--- src/rtl/alu_ctrl_pipe_if.sv ---
// Handshake bundle between instruction decode and alu_ctrl_pipe.
// The producer/consumer side uses master; the decoder itself uses slave.
interface alu_ctrl_pipe_if #(
  parameter int CTRL_W = 5
);
  logic              in_valid;
  logic              in_ready;
  logic [5:0]        opcode;
  logic [5:0]        funct;
  logic              out_valid;
  logic              out_ready;
  logic [CTRL_W-1:0] alu_op;
  logic              jump_register;
  logic              illegal;

  modport master (
    output in_valid, opcode, funct, out_ready,
    input  in_ready, out_valid, alu_op, jump_register, illegal
  );

  modport slave (
    input  in_valid, opcode, funct, out_ready,
    output in_ready, out_valid, alu_op, jump_register, illegal
  );
endinterface

--- src/rtl/alu_ctrl_pipe.sv ---
// Registered MIPS ALU control decoder with valid/ready output stage.
// Define ALU_CTRL_MULDIV_EN to decode mult/div as multi-cycle ops (BUSY state + counter).

module alu_ctrl_pipe_chk #(
  parameter int CTRL_W        = 5,
  parameter int MULDIV_CYCLES = 4
) (
  input logic              clk,
  input logic              reset,
  input logic              in_ready,
  input logic              out_valid,
  input logic              out_ready,
  input logic [CTRL_W-1:0] alu_op,
  input logic              jump_register,
  input logic              illegal
);
  a_cfg: assert property (@(posedge clk) (CTRL_W >= 5) && (MULDIV_CYCLES >= 2));

  a_reset_blocks: assert property (@(posedge clk) reset |-> !in_ready);

  a_hold: assert property (@(posedge clk) disable iff (reset)
    (out_valid && !out_ready) |=> (out_valid && $stable(alu_op) &&
                                   $stable(jump_register) && $stable(illegal)));

  a_illegal_code: assert property (@(posedge clk) disable iff (reset)
    illegal |-> ((alu_op == {CTRL_W{1'b1}}) && !jump_register));
endmodule

module alu_ctrl_pipe #(
  parameter int CTRL_W        = 5,
  parameter int MULDIV_CYCLES = 4
) (
  input logic            clk,
  input logic            reset,
  alu_ctrl_pipe_if.slave bus
);

`ifdef ALU_CTRL_MULDIV_EN
  localparam int CNT_W = $clog2(MULDIV_CYCLES);
  typedef enum logic [1:0] {ST_EMPTY = 2'd0, ST_FULL = 2'd1, ST_BUSY = 2'd2} state_t;
`else
  typedef enum logic [1:0] {ST_EMPTY = 2'd0, ST_FULL = 2'd1} state_t;
`endif

  state_t            state_r;
  state_t            state_nxt_s;
  logic [CTRL_W-1:0] alu_op_r;
  logic              jr_r;
  logic              ill_r;
  logic [4:0]        dec_code_s;
  logic [CTRL_W-1:0] dec_op_s;
  logic              dec_jr_s;
  logic              dec_ill_s;
  logic              in_ready_s;
  logic              accept_s;
`ifdef ALU_CTRL_MULDIV_EN
  logic              dec_md_s;
  logic [CNT_W-1:0]  cnt_r;
  logic [CNT_W-1:0]  cnt_nxt_s;
`endif

  // Instruction decode; codes are 5-bit legacy values zero-extended to CTRL_W.
  always_comb begin
    dec_code_s = 5'b00000;
    dec_jr_s   = 1'b0;
    dec_ill_s  = 1'b0;
`ifdef ALU_CTRL_MULDIV_EN
    dec_md_s   = 1'b0;
`endif
    case (bus.opcode)
      6'b000000: begin
        case (bus.funct)
          6'b100000: dec_code_s = 5'b00010;
          6'b100010: dec_code_s = 5'b00101;
          6'b100100: dec_code_s = 5'b00000;
          6'b100101: dec_code_s = 5'b01101;
          6'b100111: dec_code_s = 5'b01100;
          6'b101010: dec_code_s = 5'b00111;
          6'b000000: dec_code_s = 5'b00100;
          6'b000010: dec_code_s = 5'b00110;
          6'b001000: begin
            dec_code_s = 5'b01111;
            dec_jr_s   = 1'b1;
          end
`ifdef ALU_CTRL_MULDIV_EN
          6'b011000: begin
            dec_code_s = 5'b10000;
            dec_md_s   = 1'b1;
          end
          6'b011010: begin
            dec_code_s = 5'b10001;
            dec_md_s   = 1'b1;
          end
`endif
          default:   dec_ill_s = 1'b1;
        endcase
      end
      6'b100011: dec_code_s = 5'b01000;
      6'b101011: dec_code_s = 5'b01001;
      6'b001000: dec_code_s = 5'b00011;
      6'b001100: dec_code_s = 5'b00001;
      6'b001101: dec_code_s = 5'b01101;
      6'b000100: dec_code_s = 5'b01010;
      6'b000101: dec_code_s = 5'b01110;
      6'b000011: dec_code_s = 5'b01011;
      6'b000010: dec_code_s = 5'b01011;
      default:   dec_ill_s  = 1'b1;
    endcase
    // Illegal is all ones at full width, not a zero-extended code.
    if (dec_ill_s) begin
      dec_op_s = {CTRL_W{1'b1}};
    end else begin
      dec_op_s = CTRL_W'(dec_code_s);
    end
  end

  // Ready/accept: drain and refill in the same cycle keeps full throughput.
  always_comb begin
    in_ready_s = 1'b0;
    if (reset) begin
      in_ready_s = 1'b0;
    end else begin
      in_ready_s = (state_r == ST_EMPTY) || ((state_r == ST_FULL) && bus.out_ready);
    end
    accept_s = bus.in_valid && in_ready_s;
  end

  // Next-state logic for the EMPTY/FULL(/BUSY) output stage.
  always_comb begin
    state_nxt_s = state_r;
`ifdef ALU_CTRL_MULDIV_EN
    cnt_nxt_s   = cnt_r;
`endif
    case (state_r)
      ST_EMPTY, ST_FULL: begin
        if (accept_s) begin
`ifdef ALU_CTRL_MULDIV_EN
          if (dec_md_s) begin
            state_nxt_s = ST_BUSY;
            cnt_nxt_s   = CNT_W'(MULDIV_CYCLES - 1);
          end else begin
            state_nxt_s = ST_FULL;
          end
`else
          state_nxt_s = ST_FULL;
`endif
        end else if ((state_r == ST_FULL) && bus.out_ready) begin
          state_nxt_s = ST_EMPTY;
        end else begin
          state_nxt_s = state_r;
        end
      end
`ifdef ALU_CTRL_MULDIV_EN
      ST_BUSY: begin
        // Counter only runs here and always starts >= 1, so it never wraps.
        cnt_nxt_s = cnt_r - CNT_W'(1);
        if (cnt_r == CNT_W'(1)) begin
          state_nxt_s = ST_FULL;
        end else begin
          state_nxt_s = ST_BUSY;
        end
      end
`endif
      default: state_nxt_s = ST_EMPTY;
    endcase
  end

  // State and output registers; outputs only change on accept.
  always_ff @(posedge clk) begin
    if (reset) begin
      state_r  <= ST_EMPTY;
      alu_op_r <= {CTRL_W{1'b0}};
      jr_r     <= 1'b0;
      ill_r    <= 1'b0;
    end else begin
      state_r <= state_nxt_s;
      if (accept_s) begin
        alu_op_r <= dec_op_s;
        jr_r     <= dec_jr_s;
        ill_r    <= dec_ill_s;
      end
    end
  end

`ifdef ALU_CTRL_MULDIV_EN
  // mult/div occupancy counter.
  always_ff @(posedge clk) begin
    if (reset) begin
      cnt_r <= {CNT_W{1'b0}};
    end else begin
      cnt_r <= cnt_nxt_s;
    end
  end
`endif

  assign bus.in_ready      = in_ready_s;
  assign bus.out_valid     = (state_r == ST_FULL);
  assign bus.alu_op        = alu_op_r;
  assign bus.jump_register = jr_r;
  assign bus.illegal       = ill_r;

  alu_ctrl_pipe_chk #(
    .CTRL_W        (CTRL_W),
    .MULDIV_CYCLES (MULDIV_CYCLES)
  ) u_chk (
    .clk           (clk),
    .reset         (reset),
    .in_ready      (bus.in_ready),
    .out_valid     (bus.out_valid),
    .out_ready     (bus.out_ready),
    .alu_op        (bus.alu_op),
    .jump_register (bus.jump_register),
    .illegal       (bus.illegal)
  );

endmodule

--- src/flat_wrapper.sv ---
// flat-port wrapper written by rule: the top's interface ports become plain ports
module alu_ctrl_pipe_flat 
#(
  parameter int CTRL_W        = 5,
  parameter int MULDIV_CYCLES = 4
)
  (clk, reset, bus_in_valid, bus_opcode, bus_funct, bus_out_ready, bus_in_ready, bus_out_valid, bus_alu_op, bus_jump_register, bus_illegal);
  alu_ctrl_pipe_if #(.CTRL_W(CTRL_W)) bus_i ();
  input logic clk;
  input logic reset;
  input wire logic [$bits(bus_i.in_valid)-1:0] bus_in_valid;
  input wire logic [$bits(bus_i.opcode)-1:0] bus_opcode;
  input wire logic [$bits(bus_i.funct)-1:0] bus_funct;
  input wire logic [$bits(bus_i.out_ready)-1:0] bus_out_ready;
  output wire logic [$bits(bus_i.in_ready)-1:0] bus_in_ready;
  output wire logic [$bits(bus_i.out_valid)-1:0] bus_out_valid;
  output wire logic [$bits(bus_i.alu_op)-1:0] bus_alu_op;
  output wire logic [$bits(bus_i.jump_register)-1:0] bus_jump_register;
  output wire logic [$bits(bus_i.illegal)-1:0] bus_illegal;
  assign bus_i.in_valid = bus_in_valid;
  assign bus_i.opcode = bus_opcode;
  assign bus_i.funct = bus_funct;
  assign bus_i.out_ready = bus_out_ready;
  assign bus_in_ready = bus_i.in_ready;
  assign bus_out_valid = bus_i.out_valid;
  assign bus_alu_op = bus_i.alu_op;
  assign bus_jump_register = bus_i.jump_register;
  assign bus_illegal = bus_i.illegal;
  alu_ctrl_pipe #(.CTRL_W(CTRL_W), .MULDIV_CYCLES(MULDIV_CYCLES)) u_core (.clk(clk), .reset(reset), .bus(bus_i));
endmodule
--- config.mk ---
export PLATFORM = sky130hd
export DESIGN_NAME = alu_ctrl_pipe_flat
export DESIGN_NICKNAME = d
export VERILOG_FILES = /design/src/rtl/alu_ctrl_pipe_if.sv /design/src/rtl/alu_ctrl_pipe.sv /design/src/flat_wrapper.sv
export SDC_FILE = /design/constraint.sdc
export NUM_CORES = 1
export LEC_CHECK = 0
export CAP_MARGIN = 5
export CORE_UTILIZATION = 43
export CTS_BUF_LIST = sky130_fd_sc_hd__clkbuf_8
export DETAILED_ROUTE_END_ITERATION = 6
export GPL_TIMING_DRIVEN = 0
export PLACE_DENSITY = 0.81
export SLEW_MARGIN = 30
export SYNTH_ARGS = -nofsm -noshare
export SYNTH_HDL_FRONTEND = slang
export SYNTH_SLANG_ARGS = --single-unit
export TNS_END_PERCENT = 100
--- constraint.sdc ---
create_clock -name clk -period 1.3 [get_ports clk]
set_input_delay 0.195 -clock clk [delete_from_list [all_inputs] [get_ports clk]]
set_output_delay 0.195 -clock clk [all_outputs]
set_load 0.005 [all_outputs]
==> flow_summary_export.csv <==
group,metric,value,unit
setup_path,reg2reg_slack,0.11,ns
die,die_w,39.14,microns
die,start_util,46.15,%
layout,antenna_cells,0,
yosys,synthDistinctLibCells,37,
sta,finalSetupViolations,0,
clock_tree,root_buffer,"clkbuf_8",
die,core,1285,sq um
layout,seqCellArea,141.4,sq um
clock_tree,clk_latency,0.22,ns
routing,ant_nets,0,
setup_path,crit_arrival,1.07,ns
layout,fin_util,71.96,%
pwr,switching_share,26.37,%
setup_path,cp.depth,1,
run,max_cap_violations,0,
setup_path,critPathBufInv,1,
setup_path,worst-r2r-cell-count,4,
setup_path,cp_top_family,"buffers and inverters",
layout,multi_input_area,465.4,sq um
yosys,ys_seq_area_share,23.63,%
yosys,synth_top_family_by_area,"compound AO/OA/AOI/OAI gates",
global_route,grt_pass1_wl,2442,microns
clock_tree,clock-sinks,7,
setup_path,crit_type,"reg2out",
routing,drc_errors,0,
sta,tightestPinTransition,0.3266,ns
global_route,antenna_found_initial,0,
routing,drt_first_iter_violations,2,
routing,vias_per_cell,5.781,
clock_tree,clkTransAtPathRegs,0.04,ns
yosys,synth_mux_area_share,0,%
pwr,power_frac_clock,39.0,%
setup_path,worstSetupStartpoint,"u_core.bus.alu_op[4]",
global_route,grt_max_degree,11,
yosys,synth_xor_area_share,3.797,%
setup_path,critPathMaxFanout,3,
yosys,synth_compound_area_share,33.33,%
setup_path,startpoint_type,"flop",
die,rows,13,
sta,fin_crit,1.261,ns
yosys,synth_area,593.1,sq um
sta,rsz0062_at_grt,"false",
sta,worst_slack,0.03883,ns
layout,nFillCells,104,
pwr,p_seq_share,32.4,%
yosys,yosys_warnings,0,
die,die-area,1532,sq um
setup_path,critPathMaxStageDelay,0.50,ns
clock_tree,htree_levels,1,
sta,fmaxAchievable,792.9,MHz
setup_path,required,1.11,ns
routing,post_drt_wl_per_cell,13.98,microns
sta,drv_slew,0,
sta,hold_violations,0,
global_route,grt_pass1_vias,576,
setup_path,path_cells,"clkdlybuf4s50_1",
global_route,overflow,0,
yosys,synth.net_count,89,
routing,drt_pass1_iterations,2,
routing,num_vias,659,
sta,slew_headroom,77.88,%
layout,drive_above_1_share,24.24,%
setup_path,slowest_stage,"clkdlybuf4s50_1",
place,portBuffers,21,
sta,period_share,97.01,%
place,gp_congestion,0.7181,
place,post-place-cells,109,
clock_tree,cts_buffers,3,
yosys,synth_seq_cells,7,
setup_path,regToRegEndpoint,"u_core.bus.alu_op[3]",
yosys,synthAdderAreaFrac,0,%
layout,fin_cells,114,
pwr,ir_drop,0.6410,mV
clock_tree,clk_path_buf_depth,2,
clock_tree,cts_tree,"built",
min_path,min_path_type,"in2reg",
sta,setup_tns,0,ns
yosys,syn_avg_cell_area,8.124,sq um
pwr,leakagePower,0.3994,nW
pwr,power.internal,0.5597,mW
yosys,yosys.area_share.simple,31.01,%
setup_path,rr_startpoint,"u_core.state_r[0]",
routing,finalWirelength,1594,microns
setup_path,end_kind,"primary output",
pwr,pwr-share-comb,28.7,%
yosys,synth_cells,73,
pwr,power_density,822.0,nW/um^2
pwr,p_sw,0.2004,mW
place,place_ws,-0.4389,ns
die,io_pins,25,
status,status,"finished, final reports clean",
sta,clock_skew,0.002654,ns
die,die_y,39.14,microns
global_route,grt_use_total,23.99,%
layout,areaGrowthSynthToFinish,55.91,%
setup_path,crit_path_end,"bus_illegal",
layout,fin_nets,116,
-- sequential cells by signal, summed over array words and instances, names as in the netlist --
signal	count
u_core.state_r	1
u_core.bus.alu_op	5
u_core.bus.jump_register	1
-- Yosys cell counts (all sizes together) --
| cell | instances | area, sq um |
|---|---|---|
| a21oi | 9 | 45.04 |
| dfxtp | 7 | 140.1 |
| nor2 | 7 | 26.28 |
| o21ai | 5 | 25.02 |
| buf | 4 | 37.53 |
| inv | 3 | 11.26 |
| nor2b | 3 | 18.77 |
| nor3 | 3 | 20.02 |
| a211oi | 2 | 15.01 |
| a31oi | 2 | 12.51 |
| and3b | 2 | 18.77 |
| nand2 | 2 | 7.510 |
| nor4b | 2 | 17.52 |
| o21a | 2 | 15.01 |
| a2111oi | 1 | 8.760 |
| a21o | 1 | 7.510 |
| a22oi | 1 | 7.510 |
| a32oi | 1 | 8.760 |
| and2 | 1 | 6.260 |
| and4b | 1 | 11.26 |
| nand3 | 1 | 5.000 |
| nand3b | 1 | 7.510 |
| nand4b | 1 | 8.760 |
| nor3b | 1 | 7.510 |
| o211a | 1 | 10.01 |
| o211ai | 1 | 7.510 |
| o21bai | 1 | 7.510 |
| o221a | 1 | 11.26 |
| o311ai | 1 | 8.760 |
| o31ai | 1 | 7.510 |
| or2 | 1 | 8.760 |
| or3 | 1 | 11.26 |
| or3b | 1 | 8.760 |
| xnor3 | 1 | 22.52 |
-- cells by family after synthesis --
group / count (synthesis)
AO/OA/AOI/OAI: 30
AND/OR/NAND/NOR: 28
flip-flops: 7
buffers and inverters: 7
XOR/XNOR: 1
-- through the flow --
step | power, mW | hold slack, ns | area, sq um
floorplan | 0.3462 | 0.2674 | 593.1
global placement | 0.4541 | 0.4550 | 822.0
detailed placement | 0.4612 | 0.4580 | 822.0
CTS | 0.7551 | 0.3210 | 899.6
global route | 0.8037 | 0.3303 | 924.6
finish | 0.7601 | 0.3100 | 924.6
-- metal layers --
layer	vias to the layer above	global-route usage [%]	part of all wire (%)
met3	2	7.514	5.0
met2	22	45.00	57
met4	0	7.759	1.3
met1	302	24.57	37
met5	-	0	0
li1	333	-	-
-- power groups by stage --
stage	Combinational (mW)	Clock [mW]	Sequential, mW
floorplan	0.0969	0	0.249
global placement	0.207	0	0.247
detailed placement	0.213	0	0.248
CTS	0.211	0.299	0.246
global route	0.240	0.317	0.247
finish	0.218	0.296	0.246
-- layout by cell type, fill, tap and decap left out, drive strengths merged, types with 2 or more instances in the layout --
master / instances
dlygate4sd2: 10
a21oi: 9
nor2: 7
clkdlybuf4s50: 7
dfxtp: 7
o21ai: 5
buf: 5
inv: 4
clkbuf: 4
nor3: 3
nor2b: 3
o21a: 2
nor4b: 2
nand2: 2
a31oi: 2
dlymetal6s2s: 2
a211oi: 2
and3b: 2
-- what timing repair did --
| item | in CTS | in global routing |
|---|---|---|
| pin swaps | 3 | 2 |
| hold buffers | 0 | 0 |
| buffers inserted | 1 | 0 |
| gates resized for setup | 20 | 10 |
| setup endpoints to repair | 8 | 7 |
-- layout make-up --
cell class                 instances  share of cell area (%)
multi-input combinational         59                   50.34
tap                               15                   2.030
sequential                         7                   15.29
clock inverter                     1                  0.4060
timing repair buffer              22                   22.19
buffer                             4                   4.060
clock buffer                       3                   4.465
inverter                           3                   1.218
-- how the worst min path moves through the flow --
stage | from | end | slack (ns) | depth (start not counted)
finish | reset | u_core.state_r[0] | 0.31 | 2
global route | reset | u_core.state_r[0] | 0.33 | 2
CTS | bus_funct[1] | u_core.bus.jump_register | 0.32 | 4
detailed placement | u_core.bus.jump_register | u_core.bus.jump_register | 0.46 | 2
global placement | u_core.bus.jump_register | u_core.bus.jump_register | 0.46 | 2
floorplan | reset | u_core.state_r[0] | 0.27 | 1
Power figures use the tool's default switching activity.
